**config.mk**
```make
export PLATFORM = sky130hd
export DESIGN_NAME = regfile_ab_latch_flat
export DESIGN_NICKNAME = d
export VERILOG_FILES = /design/src/rtl/regfile_ab_latch_if.sv /design/src/rtl/regfile_ab_latch.sv /design/src/flat_wrapper.sv
export SDC_FILE = /design/constraint.sdc
export NUM_CORES = 2
export LEC_CHECK = 0
export ABC_AREA = 0
export CAP_MARGIN = 20
export CORE_UTILIZATION = 50
export CTS_CLUSTER_DIAMETER = 50
export DETAILED_ROUTE_END_ITERATION = 12
export PLACE_DENSITY = 0.76
export SYNTH_ARGS = -nofsm -noshare
export SYNTH_HDL_FRONTEND = slang
export SYNTH_SLANG_ARGS = --single-unit
```
**constraint.sdc**
```tcl
create_clock -name clk -period 9.6 [get_ports clk]
set_clock_uncertainty 0.05 [all_clocks]
set_input_delay 0.96 -clock clk [delete_from_list [all_inputs] [get_ports clk]]
set_output_delay 0.96 -clock clk [all_outputs]
set_load 0.01 [all_outputs]
```
**src/rtl/regfile_ab_latch_if.sv**
```systemverilog
// Bus bundle between decode/write-back and the register file: read/write
// addresses, write-back data, A/B operand latches and the debug read port.
interface regfile_ab_latch_if #(
    parameter int DATA_WIDTH = 32,
    parameter int ADDR_WIDTH = 5,
    parameter int CNT_WIDTH  = 16
);
    logic [ADDR_WIDTH-1:0] rs_addr;
    logic [ADDR_WIDTH-1:0] rt_addr;
    logic                  ab_load;
    logic                  reg_write;
    logic [ADDR_WIDTH-1:0] wr_addr;
    logic [DATA_WIDTH-1:0] wr_data;
    logic [DATA_WIDTH-1:0] a_out;
    logic [DATA_WIDTH-1:0] b_out;
    logic [ADDR_WIDTH-1:0] dbg_addr;
    logic [DATA_WIDTH-1:0] dbg_data;
    logic [CNT_WIDTH-1:0]  wr_count;

    modport master (
        output rs_addr, rt_addr, ab_load, reg_write, wr_addr, wr_data, dbg_addr,
        input  a_out, b_out, dbg_data, wr_count
    );

    modport slave (
        input  rs_addr, rt_addr, ab_load, reg_write, wr_addr, wr_data, dbg_addr,
        output a_out, b_out, dbg_data, wr_count
    );
endinterface

```
**src/rtl/regfile_ab_latch.sv**
```systemverilog
// 32-entry register file with $0 hardwired to zero, A/B operand latches fed
// through a same-cycle write bypass, a bypass-free debug read and a write counter.
module regfile_ab_latch #(
    parameter int DATA_WIDTH = 32,
    parameter int ADDR_WIDTH = 5,
    parameter int CNT_WIDTH  = 16
) (
    input  logic              clk,
    input  logic              rst_n,
    regfile_ab_latch_if.slave bus
);
    localparam int NUM_REGS = 2 ** ADDR_WIDTH;

    logic [DATA_WIDTH-1:0] r_regs [0:NUM_REGS-1];
    logic [DATA_WIDTH-1:0] r_aOut;
    logic [DATA_WIDTH-1:0] r_bOut;
    logic [CNT_WIDTH-1:0]  r_wrCount;

    logic                  w_commit;
    logic                  w_cntSat;
    logic [DATA_WIDTH-1:0] w_rdA;
    logic [DATA_WIDTH-1:0] w_rdB;
    logic [DATA_WIDTH-1:0] w_dbgData;

    // Writes to $0 are dropped entirely, so they neither modify storage nor count.
    assign w_commit = bus.reg_write && (bus.wr_addr != '0);
    assign w_cntSat = (r_wrCount == '1);

    always_comb begin
        w_rdA = '0;
        w_rdB = '0;
        if (bus.rs_addr != '0) begin
            if (bus.reg_write && (bus.wr_addr == bus.rs_addr)) begin
                w_rdA = bus.wr_data;
            end else begin
                w_rdA = r_regs[bus.rs_addr];
            end
        end
        if (bus.rt_addr != '0) begin
            if (bus.reg_write && (bus.wr_addr == bus.rt_addr)) begin
                w_rdB = bus.wr_data;
            end else begin
                w_rdB = r_regs[bus.rt_addr];
            end
        end
    end

    // Debug port sees only committed contents.
    always_comb begin
        w_dbgData = '0;
        if (bus.dbg_addr != '0) begin
            w_dbgData = r_regs[bus.dbg_addr];
        end
    end

    always_ff @(posedge clk) begin
        if (!rst_n) begin
            for (int i = 0; i < NUM_REGS; i++) begin
                r_regs[i] <= '0;
            end
            r_aOut    <= '0;
            r_bOut    <= '0;
            r_wrCount <= '0;
        end else begin
            if (w_commit) begin
                r_regs[bus.wr_addr] <= bus.wr_data;
            end
            if (bus.ab_load) begin
                r_aOut <= w_rdA;
                r_bOut <= w_rdB;
            end
            if (w_commit && !w_cntSat) begin
                r_wrCount <= r_wrCount + CNT_WIDTH'(1);
            end
        end
    end

    assign bus.a_out    = r_aOut;
    assign bus.b_out    = r_bOut;
    assign bus.dbg_data = w_dbgData;
    assign bus.wr_count = r_wrCount;
endmodule
```
**src/flat_wrapper.sv**
```systemverilog
// flat-port wrapper written by rule: the top's interface ports become plain ports
module regfile_ab_latch_flat 
#(
    parameter int DATA_WIDTH = 32,
    parameter int ADDR_WIDTH = 5,
    parameter int CNT_WIDTH  = 16
)
  (clk, rst_n, bus_rs_addr, bus_rt_addr, bus_ab_load, bus_reg_write, bus_wr_addr, bus_wr_data, bus_dbg_addr, bus_a_out, bus_b_out, bus_dbg_data, bus_wr_count);
  regfile_ab_latch_if #(.DATA_WIDTH(DATA_WIDTH), .ADDR_WIDTH(ADDR_WIDTH), .CNT_WIDTH(CNT_WIDTH)) bus_i ();
  input  logic clk;
  input  logic rst_n;
  input wire logic [$bits(bus_i.rs_addr)-1:0] bus_rs_addr;
  input wire logic [$bits(bus_i.rt_addr)-1:0] bus_rt_addr;
  input wire logic [$bits(bus_i.ab_load)-1:0] bus_ab_load;
  input wire logic [$bits(bus_i.reg_write)-1:0] bus_reg_write;
  input wire logic [$bits(bus_i.wr_addr)-1:0] bus_wr_addr;
  input wire logic [$bits(bus_i.wr_data)-1:0] bus_wr_data;
  input wire logic [$bits(bus_i.dbg_addr)-1:0] bus_dbg_addr;
  output wire logic [$bits(bus_i.a_out)-1:0] bus_a_out;
  output wire logic [$bits(bus_i.b_out)-1:0] bus_b_out;
  output wire logic [$bits(bus_i.dbg_data)-1:0] bus_dbg_data;
  output wire logic [$bits(bus_i.wr_count)-1:0] bus_wr_count;
  assign bus_i.rs_addr = bus_rs_addr;
  assign bus_i.rt_addr = bus_rt_addr;
  assign bus_i.ab_load = bus_ab_load;
  assign bus_i.reg_write = bus_reg_write;
  assign bus_i.wr_addr = bus_wr_addr;
  assign bus_i.wr_data = bus_wr_data;
  assign bus_i.dbg_addr = bus_dbg_addr;
  assign bus_a_out = bus_i.a_out;
  assign bus_b_out = bus_i.b_out;
  assign bus_dbg_data = bus_i.dbg_data;
  assign bus_wr_count = bus_i.wr_count;
  regfile_ab_latch #(.DATA_WIDTH(DATA_WIDTH), .ADDR_WIDTH(ADDR_WIDTH), .CNT_WIDTH(CNT_WIDTH)) u_core (.clk(clk), .rst_n(rst_n), .bus(bus_i));
endmodule
```
==> impl_metrics.toml <==
[setup_path]
endpoint_kind = "output port"
rrSetupSlack_ns = 7.54
worstPathCellList = "buf_8 -> buf_12 -> o41ai_2 -> buf_4 -> o21ai_0 -> clkdlybuf4s50_1"
cp_slowest_cell = "o21ai_0"
required_ns = 8.59
max_stage_delay_ns = 1.17
critPathLaunchType = "primary input"
critPathMaxFanout = 105
crit_type = "in2out"
cp.arrival_ns = 4.99

[routing]
first_pass_iters = 7
vias_per_cell = 7.510
dr_wl_met2_microns = 105300
antenna_left = 0
drc_errors = 0
wl_per_cell_microns = 39.82
dr.first_iter.drc_count = 9087
top_layer = "met5"
wl_met1_microns = 73150
vias = 45110
routed_wl_microns = 239200
wl_met3_microns = 42150

[sta]
finalSetupViolCount = 0
relSlewSlack = 0.06938
hold_viol_final = 0
worstMarginPinSlew_ns = 1.381
final_max_slew_viol_count = 0
finalCriticalPeriod_ns = 5.999
fmax_mhz = 166.7
fin_crit_sh = 0.6249
holdWs_ns = 0.4395
rsz0062_at_grt = "false"
tns_ns = 0

[grt]
grt_antenna_before_repair = 29
grt-ovfl-total = 0
grt_use_total = 0.3678
first_global_vias = 44460
grt_pass1_wl_microns = 334200
grt_max_degree = 153

[yosys]
ys_types = 63
syn_area_sq_um = 64840
ys.flop_type = "edfxtp_1"
avgSynthCellArea_sq_um = 15.64
yosys_warnings = 0
synth_cells = 4146
async_reset_ff_frac = 0
yosysSeqAreaShare = 0.4990
synth_enable_flop_cells = 1024
synth-seq-cells = 1104

[outcome]
run_status = "finished clean"

[layout]
area_growth_pct = 12.88
fin_nets = 4189
drive_gt1_frac = 0.3154

[floorplanning]
io_pins = 168
core_sq_um = 128200
die_y_microns = 362.1
die_w_microns = 362.1
start_util = 0.5058
fp-row-count = 131
die_area_sq_um = 131100

[clock_tree]
cts_tree = "done"
postCtsHoldBufs = 0
cts_root_buf = "clkbuf_16"
clockBufferDepth = 3
clkSinkCount = 1104
clkSlewWorstSetupHoldPaths_ns = 0.06
cts_made_buffers = 139
ctsResizeCount = 0
cts_setup_buffers = 0
worstSkewPairLatency_ns = 0.77
cts_max_level = 4

[place]
place_congestion = 0.9195
port_buffers = 167
hpwl_microns = 133200

[power]
cellPowerDensity_nw_per_um2 = 177.8
p_leak_uw = 0.02454
vdd_drop_max_mv = 0.1871

[job]
maxCapViolations = 0

[worst_hold_path]
hold_class = "reg2reg"
-- power breakdown --
| group | switching [uW] | internal, uW | leakage, uW |
|---|---|---|---|
| clock | 2190 | 3200 | 0.00228 |
| sequential | 230 | 5540 | 0.0104 |
| combinational | 981 | 873 | 0.0119 |
| total | 3400 | 9610 | 0.0245 |
-- worst max-delay path: cells and delay by family --
family / cells / cell delay [ns]
AO/OA/AOI/OAI: 2 / 1.38
buffers and inverters: 4 / 2.55
-- worst paths after layout --
check                    startpoint                       to  cells after the start
max                 bus_dbg_addr[0]          bus_dbg_data[4]                      6
min            u_core.bus.a_out[15]     u_core.bus.a_out[15]                      2
max reg2reg  u_core.bus.wr_count[3]  u_core.bus.wr_count[13]                      5
min reg2reg    u_core.bus.a_out[15]     u_core.bus.a_out[15]                      2
-- through the flow --
| step | total power (uW) | area (sq um) | setup WS [ns] | utilization | std cells |
|---|---|---|---|---|---|
| floorplan | 6946 | 64950 | 4.741 | - | 4177 |
| global placement | 7611 | 68300 | 3.977 | 0.5328 | 5716 |
| detailed placement | 7645 | 68300 | 3.948 | 0.5328 | 5716 |
| CTS | 12940 | 73010 | 3.944 | 0.5696 | 5971 |
| global route | 13250 | 73120 | 3.615 | 0.5705 | 5980 |
| finish | 13010 | 73190 | 3.601 | 0.5710 | 6006 |
-- state kept, by name, indices dropped and copies added, names as in the netlist --
| register | flops |
|---|---|
| u_core.r_regs | 1024 |
| u_core.bus.a_out | 32 |
| u_core.bus.b_out | 32 |
| u_core.bus.wr_count | 16 |
-- kinds of logic (layout without fill, tap and decap cells) --
| logic type | count (synthesis) | count (layout) | synth area share |
|---|---|---|---|
| AND/OR/NAND/NOR | 1213 | 1213 | 0.1118 |
| other | 1 | 63 | 0.00005784 |
| multiplexers | 901 | 901 | 0.3116 |
| flip-flops | 1104 | 1104 | 0.4990 |
| XOR/XNOR | 19 | 19 | 0.002567 |
| buffers and inverters | 570 | 639 | 0.03800 |
| AO/OA/AOI/OAI | 337 | 337 | 0.03680 |
| adder cells (fa/ha/maj) | 1 | 1 | 0.0001929 |
-- Yosys cell counts, types with 29 or more instances --
master    instances  area [sq um]
edfxtp_1       1024         30750
and2_1          992          6206
mux4_2          894         20130
clkbuf_1        300          1126
a22oi_1         125         938.4
nand2_1         108         405.4
inv_1            98         367.9
buf_2            82         410.4
dfxtp_1          80          1602
o21ai_1          77         385.4
a222oi_1         62         620.6
o21ai_0          51         255.2
nor2_1           47         176.4
buf_1            35         131.4
buf_4            29         217.7
-- per-layer routing --
metal | up-vias | GRT usage
li1 | 16520 | -
met1 | 22410 | 0.4435
met2 | 5041 | 0.5301
met3 | 1115 | 0.1599
met4 | 14 | 0.2586
met5 | - | 0.002590
-- layout make-up --
type / instances / area [sq um]
Sequential cell: 1104 / 32350
Clock inverter: 84 / 903.4
Multi-Input combinational cell: 2503 / 30810
Timing Repair Buffer: 285 / 2704
Antenna cell: 31 / 77.57
Clock buffer: 171 / 3807
Fill cell: 9653 / 54990
Tap cell: 1729 / 2163
Inverter: 99 / 372.9
-- cell usage in the layout, fill, tap and decap left out, types with 4 or more instances in the layout --
cell type	instances
o21ai_4	31
inv_8	5
a22oi_1	125
clkbuf_8	6
bufinv_16	13
o21ai_1	77
diode_2	31
clkinv_4	8
and2_1	992
clkdlybuf4s50_1	153
nand4_1	10
xnor2_1	15
a21oi_1	5
nand3_1	7
edfxtp_1	1024
xor2_1	4
clkinv_8	4
nor4_1	4
nor2b_4	4
conb_1	32
clkbuf_1	19
buf_12	6
a222oi_1	62
o21ai_0	20
nand2_1	108
mux2i_1	6
nor2_4	34
inv_6	10
clkinvlp_4	12
buf_4	115
buf_8	6
clkinv_2	20
clkbuf_16	146
dfxtp_1	80
clkinv_1	13
nor2_1	16
nand2b_1	6
mux4_2	894
inv_1	98
(Power assumes the default switching activity.)
